## config.mk

```make
export PLATFORM = sky130hd
export DESIGN_NAME = arm_bus_gpio_slave
export DESIGN_NICKNAME = d
export VERILOG_FILES = /design/src/rtl/arm_bus_gpio_slave.sv
export SDC_FILE = /design/constraint.sdc
export NUM_CORES = 1
export LEC_CHECK = 0
export CAP_MARGIN = 20
export CORE_UTILIZATION = 50
export DETAILED_ROUTE_END_ITERATION = 10
export GPL_TIMING_DRIVEN = 0
export HOLD_SLACK_MARGIN = 0.12
export PLACE_DENSITY = 0.73
export SYNTH_ARGS = -nofsm -noshare
export SYNTH_HDL_FRONTEND = slang
export SYNTH_SLANG_ARGS = --single-unit
```

## constraint.sdc

```tcl
create_clock -name clk -period 6.9 [get_ports clk]
set_input_delay 1.38 -clock clk [delete_from_list [all_inputs] [get_ports clk]]
set_output_delay 1.38 -clock clk [all_outputs]
set_load 0.02 [all_outputs]
```

## src/rtl/arm_bus_gpio_slave.sv

```systemverilog
// ARM CS5 bus slave for the TLL6219 interface: synchronises the raw bus, decodes
// strobes by falling edge and exposes NUM_BANKS GPIO banks with edge interrupts.
module arm_bus_gpio_slave #(
  parameter int DW          = 32,
  parameter int AW          = 24,
  parameter int NUM_BANKS   = 2,
  parameter int SYNC_STAGES = 2
) (
  input  logic                    clk,
  input  logic                    rst,
  input  logic [AW-1:0]           addr,
  input  logic [DW-1:0]           din,
  output logic [DW-1:0]           dout,
  output logic                    dout_oe,
  input  logic                    ws_n,
  input  logic                    rs_n,
  input  logic [DW/8-1:0]         be_n,
  input  logic                    as,
  input  logic [NUM_BANKS*DW-1:0] gpio_in,
  output logic [NUM_BANKS*DW-1:0] gpio_out,
  output logic [NUM_BANKS*DW-1:0] gpio_oe,
  output logic                    irq
);

  localparam int NBY = DW / 8;
  localparam int SW  = AW + DW + NBY + 3 + NUM_BANKS * DW;
  localparam logic [3:0] NB4 = 4'(NUM_BANKS);

  // Every asynchronous input travels through one shared chain of SYNC_STAGES flops.
  logic [SW-1:0]                   w_raw;
  logic [SYNC_STAGES-1:0][SW-1:0]  r_sync;

  logic [AW-1:0]                   w_addr_s;
  logic [DW-1:0]                   w_din_s;
  logic [NBY-1:0]                  w_be_n_s;
  logic                            w_ws_n_s;
  logic                            w_rs_n_s;
  logic                            w_as_s;
  logic [NUM_BANKS-1:0][DW-1:0]    w_in_s;

  assign w_raw = {addr, din, be_n, ws_n, rs_n, as, gpio_in};
  assign {w_addr_s, w_din_s, w_be_n_s, w_ws_n_s, w_rs_n_s, w_as_s, w_in_s} = r_sync[SYNC_STAGES-1];

  always_ff @(posedge clk or negedge rst) begin
    if (!rst) begin
      r_sync <= '0;
    end else begin
      r_sync[0] <= w_raw;
      for (int i = 1; i < SYNC_STAGES; i++) r_sync[i] <= r_sync[i-1];
    end
  end

  // Access handshake: a strobe is valid for exactly one cycle, on the falling
  // edge of ws_n_s/rs_n_s while as_s is high. There is no ready; every valid
  // strobe is consumed in that cycle. A write strobe suppresses a coincident read.
  logic r_prev_ws, r_prev_rs;
  logic w_wr_stb, w_rd_stb;

  assign w_wr_stb = r_prev_ws & ~w_ws_n_s & w_as_s;
  assign w_rd_stb = r_prev_rs & ~w_rs_n_s & w_as_s & ~w_wr_stb;

  logic [AW-3:0] w_idx;
  logic [2:0]    w_bank;
  logic [2:0]    w_reg;
  logic          w_hit;
  logic          w_unused_addr;

  assign w_idx         = w_addr_s[AW-1:2];
  assign w_bank        = w_idx[5:3];
  assign w_reg         = w_idx[2:0];
  assign w_hit         = (w_idx[AW-3:6] == '0) && ({1'b0, w_bank} < NB4);
  assign w_unused_addr = ^w_addr_s[1:0];

  logic [NUM_BANKS-1:0][DW-1:0] r_out, r_dir, r_en, r_stat, r_in_prev;
  logic [DW-1:0]                r_dout;
  logic                         r_dout_oe;
  logic                         r_irq;

  logic [DW-1:0]                w_bmask;
  logic [NUM_BANKS-1:0]         w_bank_sel;
  logic [NUM_BANKS-1:0][DW-1:0] w_edge, w_clr;
  logic [DW-1:0]                w_rdata;

  function automatic logic [DW-1:0] merge(input logic [DW-1:0] old_v,
                                          input logic [DW-1:0] new_v,
                                          input logic [DW-1:0] mask);
    return (old_v & ~mask) | (new_v & mask);
  endfunction

  always_comb begin
    w_bmask    = '0;
    w_bank_sel = '0;
    w_edge     = '0;
    w_clr      = '0;
    for (int b = 0; b < NBY; b++) w_bmask[b*8 +: 8] = {8{~w_be_n_s[b]}};
    for (int b = 0; b < NUM_BANKS; b++) begin
      w_bank_sel[b] = w_wr_stb & w_hit & (w_bank == 3'(b));
      // Only input-configured bits can raise a status flag.
      w_edge[b]     = w_in_s[b] & ~r_in_prev[b] & ~r_dir[b];
      w_clr[b]      = (w_bank_sel[b] && w_reg == 3'd4) ? (w_din_s & w_bmask) : '0;
    end
  end

  always_comb begin
    w_rdata = '0;
    for (int b = 0; b < NUM_BANKS; b++) begin
      if (w_hit && w_bank == 3'(b)) begin
        case (w_reg)
          3'd0:    w_rdata = r_out[b];
          3'd1:    w_rdata = r_dir[b];
          3'd2:    w_rdata = w_in_s[b];
          3'd3:    w_rdata = r_en[b];
          3'd4:    w_rdata = r_stat[b];
          default: w_rdata = '0;
        endcase
      end
    end
  end

  always_ff @(posedge clk or negedge rst) begin
    if (!rst) begin
      r_prev_ws <= 1'b0;
      r_prev_rs <= 1'b0;
      r_out     <= '0;
      r_dir     <= '0;
      r_en      <= '0;
      r_stat    <= '0;
      r_in_prev <= '0;
      r_dout    <= '0;
      r_dout_oe <= 1'b0;
      r_irq     <= 1'b0;
    end else begin
      r_prev_ws <= w_ws_n_s;
      r_prev_rs <= w_rs_n_s;
      for (int b = 0; b < NUM_BANKS; b++) begin
        r_in_prev[b] <= w_in_s[b];
        // A new edge wins over a simultaneous write-1-to-clear.
        r_stat[b]    <= (r_stat[b] & ~w_clr[b]) | w_edge[b];
        if (w_bank_sel[b]) begin
          case (w_reg)
            3'd0:    r_out[b] <= merge(r_out[b], w_din_s, w_bmask);
            3'd1:    r_dir[b] <= merge(r_dir[b], w_din_s, w_bmask);
            3'd3:    r_en[b]  <= merge(r_en[b],  w_din_s, w_bmask);
            default: ;
          endcase
        end
      end
      if (w_rd_stb) r_dout <= w_rdata;
      r_dout_oe <= ~w_rs_n_s & w_as_s;
      r_irq     <= |(r_stat & r_en);
    end
  end

  assign dout     = r_dout;
  assign dout_oe  = r_dout_oe;
  assign irq      = r_irq;
  assign gpio_out = r_out;
  assign gpio_oe  = r_dir;

endmodule

```

==> results of run 1 <==
worst paths after layout:
check                                 startpoint                     to  slack [ns]
max                        r_sync[232]$_DFF_PN0_              flip-flop        3.69
min                         r_sync[55]$_DFF_PN0_  r_sync[182]$_DFF_PN0_        0.34
max reg2reg                r_sync[232]$_DFF_PN0_              flip-flop        3.69
min reg2reg                 r_sync[55]$_DFF_PN0_  r_sync[182]$_DFF_PN0_        0.34
max in group asynchronous                    rst  r_sync[181]$_DFF_PN0_        4.67
min in group asynchronous                    rst   r_sync[82]$_DFF_PN0_        0.82
power breakdown:
group | total [mW] | switching (mW) | internal [mW]
Combinational | 0.356 | 0.214 | 0.142
Sequential | 3.72 | 0.0679 | 3.65
Clock | 3.62 | 1.43 | 2.19
Total | 7.69 | 1.71 | 5.98
per-layer routing:
layer  vias up  GRT usage [%]
met5         -              0
met4         0           11.7
met3       146           6.57
met2       832           46.0
met1      7925           41.7
li1       6283              -
layout by cell type (no fill, tap or decap), drive strengths merged, types with 2 or more instances in the layout:
cell           instances
a21o                  64
a21oi                  2
a221o                  5
a221oi                41
a22o                  16
a22oi                 12
a311oi                24
a32o                   5
and2                   2
and3                   4
and4                   2
buf                   26
bufinv                11
clkbuf               138
clkdlybuf4s50        287
clkinv                18
clkinvlp               5
dfrtp                606
inv                    8
mux2                 200
mux2i                 55
mux4                  29
nand2                 33
nand2b                 2
nand3                 66
nand4                  6
nor2                   3
nor2b                 36
nor3                  24
nor3b                 65
nor4                  28
o21ai                 29
o221ai                 6
o2bb2ai                2
o31ai                 26
through the flow:
| step | worst slack [ns] | cells | hold WS, ns |
|---|---|---|---|
| 2_1_floorplan | 4.61 | 1484 | 0.331 |
| 3_3_place_gp | -21.29 | 2379 | 0.332 |
| 3_5_place_dp | 3.79 | 2384 | 0.335 |
| 4_1_cts | 3.74 | 2500 | 0.348 |
| 5_1_grt | 3.63 | 2502 | 0.349 |
| 6_report | 3.69 | 2502 | 0.345 |
synth_stat cells, drive strengths merged (2+ instances only):
| library cell | number |
|---|---|
| nand2 | 33 |
| nand3 | 66 |
| inv | 3 |
| nor2b | 36 |
| and2 | 2 |
| and4 | 2 |
| a221oi | 41 |
| nand4 | 6 |
| o221ai | 6 |
| mux2i | 55 |
| buf | 18 |
| o2bb2ai | 2 |
| nor3b | 65 |
| a21oi | 2 |
| a221o | 5 |
| a311oi | 24 |
| and3 | 4 |
| a22o | 16 |
| nand2b | 2 |
| clkbuf | 60 |
| a21o | 64 |
| a32o | 5 |
| nor4 | 28 |
| o31ai | 26 |
| a22oi | 12 |
| nor2 | 3 |
| mux2 | 200 |
| nor3 | 24 |
| mux4 | 29 |
| o21ai | 29 |
| dfrtp | 606 |
critical path, stage by stage, from the launching register on:
cell and delay, ns:
dfrtp_1 0.39, buf_2 0.24, nor2_1 0.61, nand2_2 0.42, nor4_4 1.05, mux2_4 0.36
final cells by class:
type,instances,share of cell area [%]
inverter,4,0.0508
clock buffer,78,5.87
clock inverter,38,1.71
buffer,78,1.19
sequential,606,51.4
timing repair buffer,295,10.3
multi-input combinational,796,26.9
tap,607,2.57
cell families (layout without fill, tap and decap cells):
kind of cell / count (synthesis) / after routing / synth area share, %
AOI/OAI and AO/OA: 237 / 237 / 7.84
DFF: 606 / 606 / 64.6
buffers and inverters: 82 / 493 / 1.57
and+or+nand+nor: 275 / 275 / 8.73
muxes: 284 / 284 / 17.3
==> flow_summary_export.csv, run 1 <==
group,metric,value,unit
status,outcome,"finished, final reports clean",
global_routing,grt.total_usage,30.0,%
timing,slew_violations,0,
cts,post-cts-setup-buffers,0,
cts,clock_path_buffers,3,
timing,hold_viol_final,0,
yosys,ys.flop_type,"dfrtp_1",
cells_and_area,seqCellArea,15200,um2
detailed_routing,drtIter0Drc,1784,
yosys,synthTopCellsByArea,"dfrtp_1 65%, mux2_4 10%, mux4_2 2.8%, nor4_4 2.4%, mux2i_1 2.3%",
cells_and_area,fillers,3354,
yosys,ys_types,50,
cells_and_area,layout.nets,1971,
detailed_routing,wl_met1,28.6,mm
cells_and_area,multiInputGateArea,7950,um2
cts,cts_buffers,61,
yosys,synthArstFlopShare,100,%
critical_path,r2r_cells,5,
timing,setup_tns,0,ns
place,io_buffer_count,288,
timing,max_slew_margin,20.2,%
critical_path,endpoint_kind,"flip-flop",
flow_run,cap_violations,0,
cells_and_area,final_util,63.6,%
floorplan,coreArea,46500,um2
critical_path,critical_path_class,"reg -> reg",
global_routing,grt_max_degree,128,
detailed_routing,wl_met3,6.57,mm
power_and_ir_drop,p_leak,12.5,nW
critical_path,cp_data_required_time,7.40,ns
global_routing,antenna_found_initial,0,
cts,clk_latency,0.63,ns
power_and_ir_drop,power_density,261,nW/um2
cts,cts_hold_buf,0,
detailed_routing,ant_nets,0,
yosys,syn_inst,1484,
yosys,synth.cell_area,23500,um2
timing,min_period,3.21,ns
detailed_routing,routed.top_layer,"met4",
yosys,avgSynthCellArea,15.8,um2
detailed_routing,wirelength,70.6,mm
cts,clk_pin_slew_worst_paths,0.06,ns
hold_path,hp-class,"reg -> reg",
timing,setup_viol_count_final,0,
timing,clock_skew,0.0198,ns
critical_path,arrival,3.70,ns
hold_path,min_path_cells,0,
floorplan,io_pins,291,
place,gp_congestion,0.928,
floorplan,start_util,50.5,%
yosys,syn_nets,1613,
yosys,synth-seq-area-share,64.6,%
global_routing,grt_pass1_wl,104,mm
yosys,yosysTopAreaCellShare,64.6,%
critical_path,cp-start-kind,"flip-flop",
timing,finalCritPeriodShare,46.5,%
floorplan,die_y,219,um
power_and_ir_drop,p_total,7.69,mW
place,dpl.hpwl,48.8,mm
critical_path,cp_max_fo,10,
timing,worst_slew_pin_slew,1.19,ns
place,post_dp_cell_area,27300,um2
detailed_routing,num_vias,15186,
detailed_routing,routed_via_density,6.07,
yosys,yosysWarnings,0,
yosys,yosys.area.top_type,"dfrtp_1",
cts,cts_max_level,2,
power_and_ir_drop,ir_drop,218,uV
cells_and_area,final_area,29500,um2
cells_and_area,syn2layout_area_growth,25.8,%
cts,cts_root_buf,"clkbuf_16",
detailed_routing,first_pass_iters,5,
global_routing,grt_pass1_vias,15709,
floorplan,fp.dieW,219,um
cts,cts_num_sinks,606,
detailed_routing,wl_met2,33.0,mm
cts,cts_resized,0,
floorplan,die_area,47800,um2
cts,cts_tree,"done",
detailed_routing,wl_per_cell,28.2,um
cells_and_area,final_layout_size_suffix_gt1_share,20.7,%
yosys,synth_edf_count,0,
cells_and_area,num_antenna_cells,0,
timing,rsz0062_at_grt,"no",
timing,fmax,312,MHz
yosys,synth_seq_cells,606,
global_routing,overflow,0,
detailed_routing,drc,0,
floorplan,num_rows,79,
(Power assumes the default switching activity.)
==> inputs of run 2 (changes only) <==
clock period = 3 ns   (was 6.9 ns; I/O delays follow)
==> flow_summary_export.csv, run 2 (synthesis gave the netlist of run 1 again) <==
group,metric,value,unit
critical_path,critical_path_class,"reg -> reg",
critical_path,cp-start-kind,"flip-flop",
detailed_routing,ant_nets,0,
cells_and_area,final_layout_size_suffix_gt1_share,21.8,%
hold_path,hp-class,"reg -> reg",
timing,worst_slew_pin_slew,1.09,ns
status,violations,"design-rule violations",
place,gp_congestion,0.928,
power_and_ir_drop,p_total,17.7,mW
cts,cts_root_buf,"clkbuf_16",
cts,clk_latency,0.63,ns
cts,cts_max_level,2,
flow_run,cap_violations,0,
cts,cts_tree,"done",
place,dp.cells,2384,
floorplan,io_pins,291,
timing,finalCritPeriodShare,97.8,%
timing,min_period,2.93,ns
detailed_routing,num_vias,15431,
global_routing,grt_pass1_vias,15729,
critical_path,arrival,3.43,ns
detailed_routing,first_pass_iters,8,
cells_and_area,syn2layout_area_growth,26.9,%
place,pre_cts_ws,-0.112,ns
cells_and_area,layout.cells.non_filler,2515,
cells_and_area,final_util,64.2,%
floorplan,start_util,50.5,%
timing,setup_viol_count_final,0,
detailed_routing,wirelength,70.9,mm
cells_and_area,layout.nets,1984,
global_routing,overflow,0,
critical_path,timing.rr.start,"r_sync[250]$_DFF_PN0_",
critical_path,cp_data_required_time,3.50,ns
floorplan,die_area,47800,um2
global_routing,grt_max_degree,128,
global_routing,grt_pass1_wl,104,mm
critical_path,r2r_cells,5,
critical_path,crit_start,"r_sync[250]$_DFF_PN0_",
timing,fmax,341,MHz
timing,hold_viol_final,0,
timing,max_slew_margin,26.9,%
place,io_buffer_count,288,
timing,rsz0062_at_grt,"yes",
power_and_ir_drop,p_leak,12.6,nW
cts,clk_pin_slew_worst_paths,0.06,ns
timing,slew_violations,0,
cts,cts_num_sinks,606,
detailed_routing,routed_via_density,6.14,
cts,cts_buffers,61,
cells_and_area,num_antenna_cells,0,
cells_and_area,mostFrequentLayoutCells,"606 x dfrtp_1, 287 x clkdlybuf4s50_1, 160 x mux2_4, 66 x nand3_1, 65 x nor3b_1",
floorplan,die_y,219,um
floorplan,coreArea,46500,um2
critical_path,cp_max_fo,10,
detailed_routing,wl_per_cell,28.2,um
critical_path,r2r_slack,0.07,ns
timing,clock_skew,0.0244,ns
place,dpl.hpwl,48.8,mm
status,outcome,"finished, violations left",
detailed_routing,drc,2,
power_and_ir_drop,ir_drop,504,uV
global_routing,grt.total_usage,30.0,%
cts,clock_path_buffers,3,
floorplan,num_rows,79,
cells_and_area,fillers,3322,
detailed_routing,drtIter0Drc,1768,
global_routing,antenna_found_initial,0,
cells_and_area,final_common_cell,"dfrtp_1",
power_and_ir_drop,power_density,594,nW/um2
critical_path,endpoint_kind,"flip-flop",
floorplan,fp.dieW,219,um
timing,whs,0.347,ns
timing,fin_ws,0.0674,ns
run 2: changes by cell type in the layout (fill, tap and decap cells not counted):
cell	change
buf_12	+13
clkbuf_1	-9
clkbuf_2	+9
a311oi_1	-1
a311oi_2	+1
buf_6	-1
dlygate4sd3_1	+1
run 2: how the worst min path moves through the flow:
stage / start / cells past startpoint / to / slack (ns)
after floorplan: rst / 0 / asynchronous set/reset pin / 0.30
after global placement: r_sync[97]$_DFF_PN0_ / 0 / r_sync[224]$_DFF_PN0_ / 0.33
after detailed placement: r_sync[20]$_DFF_PN0_ / 0 / r_sync[147]$_DFF_PN0_ / 0.33
after CTS: r_sync[20]$_DFF_PN0_ / 0 / r_sync[147]$_DFF_PN0_ / 0.35
after global routing: r_sync[55]$_DFF_PN0_ / 0 / r_sync[182]$_DFF_PN0_ / 0.35
final: r_sync[20]$_DFF_PN0_ / 0 / r_sync[147]$_DFF_PN0_ / 0.35
run 2: what timing repair did:
action | CTS | global route
hold endpoints to repair | 28 | 0
setup endpoints to repair | 59 | 83
pin swaps | 7 | 6
cloned | 0 | 0
hold buffers | 1 | 0
buffers inserted | 7 | 6
gates resized for setup | 1 | 18
run 2: report_power, final:
group / switching [mW] / total (mW) / internal (mW)
Sequential: 0.157 / 8.55 / 8.39
Combinational: 0.494 / 0.822 / 0.328
Clock: 3.28 / 8.33 / 5.04
run 2: layout make-up:
cell class	instances	area [um2]	share of cell area (%)
buffer	78	364	1.22
clock inverter	38	504	1.69
tap	607	759	2.55
sequential	606	15200	50.9
timing repair buffer	308	3310	11.1
clock buffer	78	1730	5.81
inverter	4	15.0	0.0504
multi-input combinational	796	7960	26.7
run 2: per-layer routing:
| layer | vias up | part of all wire [%] | wire, um | GRT usage (%) |
|---|---|---|---|---|
| met3 | 177 | 9.2 | 6550 | 6.43 |
| met5 | - | 0 | 0 | 0 |
| met2 | 946 | 47 | 33100 | 45.8 |
| met1 | 7991 | 40 | 28500 | 41.8 |
| li1 | 6317 | - | - | - |
| met4 | 0 | 3.9 | 2740 | 12.4 |
run 2: through the flow:
stage          area [um2]  TNS [ns]
2_1_floorplan       23500         0
3_3_place_gp        27100         -
3_5_place_dp        27300     -2.81
4_1_cts             29700         0
5_1_grt             29800    -0.295
6_report            29800         0
run 2: critical path, cell delays in order, from the launching register on:
cell	delay (ns)
dfrtp_1	0.40
nor4_4	0.48
nand4_4	0.35
buf_12	0.28
nor4_4	0.94
mux2_4	0.35
